**src/rtl/lp_stream_tx.sv**
```systemverilog
// lp_stream_tx: loads one LP problem (objective + 6 constraints) and streams it to the solver.
// Optional macro LP_TX_TIMEOUT_EN bounds the wait for the solver result by WAIT_MAX cycles.
module lp_stream_tx #(
  parameter int LAT_W    = 16,
  parameter int WAIT_MAX = 4095
) (
  input  logic              clk,
  input  logic              rst_n,
  input  logic              cfg_we,
  input  logic [2:0]        cfg_addr,
  input  logic [5:0]        cfg_a1,
  input  logic [5:0]        cfg_a2,
  input  logic [11:0]       cfg_b,
  input  logic              start,
  output logic              busy,
  output logic              in_valid,
  output logic [5:0]        in_a1,
  output logic [5:0]        in_a2,
  output logic [11:0]       in_b,
  input  logic              out_valid,
  input  logic [11:0]       out_max_value,
  output logic              done,
  output logic [11:0]       result,
  output logic [LAT_W-1:0]  latency,
  output logic              timeout,
  output logic              proto_err
);

  typedef enum logic [1:0] {
    IDLE = 2'd0,
    SEND = 2'd1,
    WAIT = 2'd2
  } state_t;

  state_t           state;
  logic [2:0]       idx;
  logic [LAT_W-1:0] cnt;

  logic [5:0]  mem_a1 [7];
  logic [5:0]  mem_a2 [7];
  logic [11:0] mem_b  [7];

  logic       wr_ok;
  logic [5:0] obj_a1;
  logic [5:0] obj_a2;

`ifdef LP_TX_TIMEOUT_EN
  localparam logic [LAT_W-1:0] WMAX = LAT_W'(WAIT_MAX);
`endif

  assign wr_ok = cfg_we && (state == IDLE) && (cfg_addr != 3'd7);

  // Entry 0 goes out on the start edge itself, so a same-cycle write must bypass the register file.
  assign obj_a1 = (wr_ok && cfg_addr == 3'd0) ? cfg_a1 : mem_a1[0];
  assign obj_a2 = (wr_ok && cfg_addr == 3'd0) ? cfg_a2 : mem_a2[0];

  always_ff @(posedge clk) begin
    if (!rst_n) begin
      state     <= IDLE;
      idx       <= 3'd0;
      cnt       <= '0;
      busy      <= 1'b0;
      in_valid  <= 1'b0;
      in_a1     <= '0;
      in_a2     <= '0;
      in_b      <= '0;
      done      <= 1'b0;
      result    <= '0;
      latency   <= '0;
      timeout   <= 1'b0;
      proto_err <= 1'b0;
      for (int i = 0; i < 7; i++) begin
        mem_a1[i] <= '0;
        mem_a2[i] <= '0;
        mem_b[i]  <= '0;
      end
    end else begin
      done <= 1'b0;

      if (wr_ok) begin
        mem_a1[cfg_addr] <= cfg_a1;
        mem_a2[cfg_addr] <= cfg_a2;
        mem_b[cfg_addr]  <= cfg_b;
      end

      case (state)
        IDLE: begin
          if (start) begin
            state     <= SEND;
            busy      <= 1'b1;
            proto_err <= 1'b0;
            in_valid  <= 1'b1;
            in_a1     <= obj_a1;
            in_a2     <= obj_a2;
            in_b      <= '0;
            idx       <= 3'd1;
          end
        end

        SEND: begin
          if (idx == 3'd7) begin
            state    <= WAIT;
            in_valid <= 1'b0;
            in_a1    <= '0;
            in_a2    <= '0;
            in_b     <= '0;
            cnt      <= {{(LAT_W-1){1'b0}}, 1'b1};
          end else begin
            in_a1 <= mem_a1[idx];
            in_a2 <= mem_a2[idx];
            in_b  <= mem_b[idx];
            idx   <= idx + 3'd1;
          end
        end

        WAIT: begin
          if (out_valid) begin
            state   <= IDLE;
            busy    <= 1'b0;
            done    <= 1'b1;
            result  <= out_max_value;
            latency <= cnt;
            timeout <= 1'b0;
          end
`ifdef LP_TX_TIMEOUT_EN
          else if (cnt >= WMAX) begin
            state   <= IDLE;
            busy    <= 1'b0;
            done    <= 1'b1;
            result  <= 12'h800;
            latency <= WMAX;
            timeout <= 1'b1;
          end
`endif
          else if (cnt != '1) begin
            cnt <= cnt + 1'b1;
          end
        end

        default: state <= IDLE;
      endcase

      // A stray result strobe outside WAIT is flagged; placed last so it wins over a start clear.
      if (out_valid && state != WAIT) begin
        proto_err <= 1'b1;
      end
    end
  end

endmodule
```
**config.mk**
```make
export PLATFORM = sky130hd
export DESIGN_NAME = lp_stream_tx
export DESIGN_NICKNAME = d
export VERILOG_FILES = /design/src/rtl/lp_stream_tx.sv
export SDC_FILE = /design/constraint.sdc
export NUM_CORES = 1
export LEC_CHECK = 0
export CORE_MARGIN = 2
export CORE_UTILIZATION = 30
export CTS_CLUSTER_SIZE = 10
export DETAILED_ROUTE_END_ITERATION = 7
export SETUP_SLACK_MARGIN = 0.3
export SYNTH_ARGS = -nofsm -noshare
export SYNTH_HDL_FRONTEND = slang
export SYNTH_SLANG_ARGS = --single-unit
```
**constraint.sdc**
```tcl
create_clock -name clk -period 5.1 [get_ports clk]
set_clock_uncertainty 0.2 [all_clocks]
set_input_delay 1.02 -clock clk [delete_from_list [all_inputs] [get_ports clk]]
set_output_delay 1.02 -clock clk [all_outputs]
set_load 0.01 [all_outputs]
```
==> flow_summary.ini, run 1 <==
[status]
status = finished clean

[clocking]
cts_buffers = 31
cts-resized-gates = 0
ctsHtreeMaxLevel = 1
cts_tree = built
clk_latency_ns = 0.58
clk_pin_slew_ns = 0.06
cts_buffer_depth = 3
clkSinkCount = 272
hold_buffers = 0
cts_setup_buffers = 0
root_buffer = clkbuf_16

[critical_path]
required_ns = 5.16
arrival_ns = 3.36
path_class = in -> reg
path_max_fanout = 26
worst_setup_path_end_kind = register
reg2reg_from = state[1]
crit_start = rst_n
startpoint_type = input port

[power_and_ir_drop]
pwr-share-seq_pct = 51.1
p_clk_share_pct = 41.5
internal_power_w = 0.003736
leakage_nw = 5.024
ir_drop_mv = 0.2422
netSwitchingFraction_pct = 22.92
p_sw_w = 0.001111
comb_power_share_pct = 7.4
p_per_area_mw_per_mm2 = 345.4

[synth]
syn_area_sq_mm = 0.01145
syn-instance-count = 943
seq_area_frac_synth_pct = 62.23
ys_warn_count = 0
yosys.area.top_type_share_pct = 44.05
synth_top_area_cell = edfxtp_1
synth_edf_count = 168
synth-main-ff-cell = edfxtp_1
synth_cell_types = 54
syn_area_per_cell_sq_um = 12.14
synth.area.top_cells = edfxtp_1 44%, dfxtp_1 18%, mux4_2 9.4%
yosys_register_bits = 272
async_flop_share_pct = 0

[grt]
grt_pass1_wl_mm = 46.27
grt_max_degree = 49
track_usage_pct = 15.23
gr-total-overflow = 0
antenna_found_initial = 1
grt_pass1_vias = 8056

[floorplanning]
die_area_sq_mm = 0.03975
io_pins = 101
die_y_um = 199.4
rows = 71
start_util_pct = 30.40
coreArea_sq_mm = 0.03767
die_w_um = 199.4

[cells_and_area]
design_area_sq_mm = 0.01403
final_util_pct = 37.26
final_cell_mix = 168 x edfxtp_1, 121 x nand2_1, 102 x dfxtp_1, 99 x clkdlybuf4s50_1, 74 x nor2_1
final_common_cell = edfxtp_1
syn2layout_area_growth_pct = 22.54
drive_above_1_share_pct = 11.38
finalNonFillerCells = 1592
nets = 1105
diodes = 0

[placed_design]
dp.cells = 1536
dpl.hpwl_mm = 18.92
globalplace.congestion = 0.7852
port_buffers = 99
place_area_sq_mm = 0.01314

[drt]
drt-wirelength-per-cell_um = 18.85
viasPerCell = 4.965
drc_errors = 0
drt_iter0_drc = 633
ant_nets = 0
vias = 7905
wl_mm = 30.00
firstDrtPassIters = 5

[timing]
drv_slew = 0
finalHoldViolations = 0
whs_ns = 0.2511
fin_tns_setup_ns = 0
tightest_slew_ns = 1.048
clock.fmax_ghz = 0.3029
post-route-period-util_pct = 64.74
rsz0062_at_grt = no
period_minus_slack_ns = 3.302
slew_headroom_pct = 30.14
setup_violations = 0

[min_path]
min_path_type = reg -> reg
holdCritStartpoint = result[2]

[job]
max-cap-violations = 0
==> through the flow <==
step	setup WS, ns	total power (W)
6_report	1.798	0.004847
5_1_grt	1.611	0.005020
4_1_cts	1.849	0.004905
3_5_place_dp	1.235	0.002887
3_3_place_gp	1.265	0.002881
2_1_floorplan	2.042	0.002706
==> worst max-delay path, cell delays in order <==
cell,delay [ns]
clkdlybuf4s50_1,0.50
nand4bb_1,0.42
nor2_1,0.29
buf_4,0.31
nand2_1,0.08
nand2_1,0.41
buf_4,0.33
==> layout make-up <==
| class | count | area (sq um) |
|---|---|---|
| Fill cell | 3708 | 23630 |
| Sequential cell | 272 | 7132 |
| Multi-Input combinational cell | 596 | 4038 |
| Timing Repair Buffer | 124 | 1204 |
| Clock buffer | 54 | 872.1 |
| Tap cell | 511 | 639.4 |
| Inverter | 33 | 123.9 |
| Clock inverter | 2 | 25.02 |
==> registers in the layout (all words and copies together) (netlist names), 2 cells and up, named ones only <==
| register | cells |
|---|---|
| result | 12 |
| mem_a2 | 48 |
| mem_a1 | 48 |
| mem_b | 96 |
| state | 2 |
| latency | 16 |
| in_b | 12 |
| in_a2 | 6 |
| idx | 3 |
| cnt | 16 |
| in_a1 | 6 |
==> worst paths after layout <==
path,endpoint,slack (ns),cells past startpoint
worst max-delay path,mem_a2[2][2],1.80,7
worst min-delay path,result[2],0.25,2
worst max register to register,mem_a2[2][2],2.18,6
worst min register to register,result[2],0.25,2
==> power groups by stage <==
stage,Clock [W],Combinational (W),Sequential [W]
floorplan,0,0.000217,0.00249
global placement,0,0.000357,0.00252
detailed placement,0,0.000361,0.00253
CTS,0.00206,0.000362,0.00248
global route,0.00214,0.000388,0.00249
finish,0.00201,0.000360,0.00248
==> synth_stat cells, types with 16 or more instances <==
cell type    n
edfxtp_1   168
and2_1      51
nor2_1      74
dfxtp_1    104
o21ai_0     30
a31oi_1     40
nand2_1    121
buf_2       17
inv_1       32
and3_1      38
mux4_2      48
a21oi_1     59
clkbuf_1    44
nand3_1     16
==> logic make-up after synthesis <==
family	count (synthesis)	share of synthesized area, %
AND/OR/NAND/NOR	345	14.83
flip-flops	272	62.23
AO/OA/AOI/OAI	160	8.249
buffers and inverters	99	3.562
multiplexers	63	10.77
adder cells (fa/ha/maj)	3	0.3278
other	1	0.03274
==> per-layer routing <==
metal / wire (um) / vias to the layer above / track usage, % / share of wire [%]
met5: 16 / - / 0 / 0.053
met4: 632 / 2 / 4.060 / 2.1
met3: 2184 / 52 / 3.089 / 7.3
met2: 14260 / 292 / 25.49 / 48
met1: 12910 / 3894 / 20.15 / 43
li1: - / 3665 / - / -
(Power assumes the default switching activity.)
==> inputs of run 2 (changes only) <==
Clock period 5.1 ns to 3.3 ns, I/O delays scaled along.
==> run 2 against run 1 <==
Net effect:
- design area is 2.0% higher
- die area is the same
- first-iteration DRC count fell by 9.3%
- sequential share of layout area decreased by 1.0 points
- worst setup slack worse by 0.91 ns
- flip-flop and latch count is the same
- highest routed layer is now met4
==> flow_summary.ini, run 2 (synthesis gave the netlist of run 1 again) <==
[drt]
ant_nets = 0
viasPerCell = 4.980
vias = 8042
wl_mm = 30.51
firstDrtPassIters = 5
drt_iter0_drc = 574
drt-wirelength-per-cell_um = 18.89
drc_errors = 0

[critical_path]
path_max_fanout = 10
worst_setup_path_end_kind = register
crit_buf_inv = 0
r2r_setup_slack_ns = 0.89
cp_slowest_cell = or4_1
rr_worst_depth = 5
arrival_ns = 2.68
reg2reg_from = cnt[0]
required_ns = 3.56
crit_family = simple AND/OR/NAND/NOR gates
r2r_end = cnt[0]
critPathMaxStageDelay_ns = 0.75
path_cells = ha_1, nand4_1, or4_1, a41o_1, o21ba_1
cp.depth = 5
startpoint_type = register
path_class = reg -> reg

[floorplanning]
rows = 71
die_w_um = 199.4
start_util_pct = 30.40
die_y_um = 199.4
die_area_sq_mm = 0.03975
coreArea_sq_mm = 0.03767
io_pins = 101

[placed_design]
dpl.hpwl_mm = 19.08
globalplace.congestion = 0.8049
port_buffers = 99

[grt]
grt_use_met2_pct = 26.35
top_usage_layer = met2
grt_max_degree = 46
grt_use_met3_pct = 3.021
grt_pass1_vias = 8017
antenna_found_initial = 0
gr-total-overflow = 0
grt_pass1_wl_mm = 46.64
track_usage_pct = 15.59
use_met1_pct = 20.21

[clocking]
cts_setup_buffers = 0
ctsHtreeMaxLevel = 2
clk_pin_slew_ns = 0.06
clk_latency_ns = 0.54
cts_tree = built
root_buffer = clkbuf_16
cts-resized-gates = 0
cts_buffer_depth = 3
cts_buffers = 34
clkSinkCount = 272
hold_buffers = 0

[cells_and_area]
largest_reg_flops = 96
top_register = mem_b
nets = 1128
diodes = 0
drive_above_1_share_pct = 13.41
syn2layout_area_growth_pct = 25.03
final_common_cell = edfxtp_1
final_cell_mix = 168 x edfxtp_1, 121 x nand2_1, 102 x dfxtp_1, 99 x clkdlybuf4s50_1, 74 x nor2_1
largestRegisters = mem_b x96, mem_a1 x48, mem_a2 x48

[timing]
tightest_slew_ns = 0.6300
slew_headroom_pct = 57.62
setup_violations = 0
fin_tns_setup_ns = 0
post-route-period-util_pct = 73.13
period_minus_slack_ns = 2.413
drv_slew = 0
finalHoldViolations = 0
rsz0062_at_grt = no
clock.fmax_ghz = 0.4143

[job]
max-cap-violations = 0

[power_and_ir_drop]
p_per_area_mw_per_mm2 = 547.7
leakage_nw = 5.184
ir_drop_mv = 0.3216
power_w = 0.007843

[min_path]
holdCritStartpoint = in_b[3]
worstHoldEndpoint = in_b[3]
min_path_type = reg -> reg
min_path_cells = 2

[status]
status = finished clean
## run 2: final cells by class
type	count	area, sq um
clock buffers	52	918.4
clock inverters	7	101.3
fillers	3649	23350
inverters	33	123.9
multi-input cells	596	4038
flip-flops and latches	272	7132
well taps	511	639.4
repair buffers	144	1366
## run 2: power breakdown
group          total (W)  leakage (nW)  switching (W)  internal, W
logic           0.000597          2.10       0.000319     0.000279
registers        0.00382          2.60      0.0000783      0.00374
clock network    0.00343         0.487        0.00141      0.00202
total            0.00784          5.18        0.00181      0.00603
## run 2: worst max path at each step
| stage | slack [ns] | start | to |
|---|---|---|---|
| finish | 0.89 | cnt[0] | cnt[0] |
| global route | 0.74 | cnt[0] | cnt[10] |
| CTS | 0.89 | cnt[0] | cnt[0] |
| detailed placement | 0.38 | rst_n | mem_b[4][7] |
| global placement | 0.42 | rst_n | mem_b[4][10] |
| floorplan | 0.60 | rst_n | mem_a1[3][0] |
## run 2: stage by stage
step / instance area (sq um) / hold WS [ns] / worst slack [ns] / util, % / instances
after global placement: 13300 / 0.2375 / 0.4176 / 35.31 / 1556
final: 14320 / 0.2479 / 0.8866 / 38.01 / 1615
after CTS: 14320 / 0.2536 / 0.8902 / 38.01 / 1615
after detailed placement: 13300 / 0.2413 / 0.3760 / 35.31 / 1556
after floorplan: 11540 / 0.2331 / 0.6018 / - / 967
after global routing: 14320 / 0.2722 / 0.7361 / 38.01 / 1615
## run 2: worst register-to-register path, cell delays in order, from the launching register on
cell	delay (ns)
dfxtp_1	0.45
ha_1	0.27
nand4_1	0.18
or4_1	0.75
a41o_1	0.31
o21ba_1	0.21
## run 2: per-layer routing
metal	part of all wire [%]	routed length, um
met5	0	0
met4	2.2	657
met3	6.9	2103
met2	48	14620
met1	43	13120
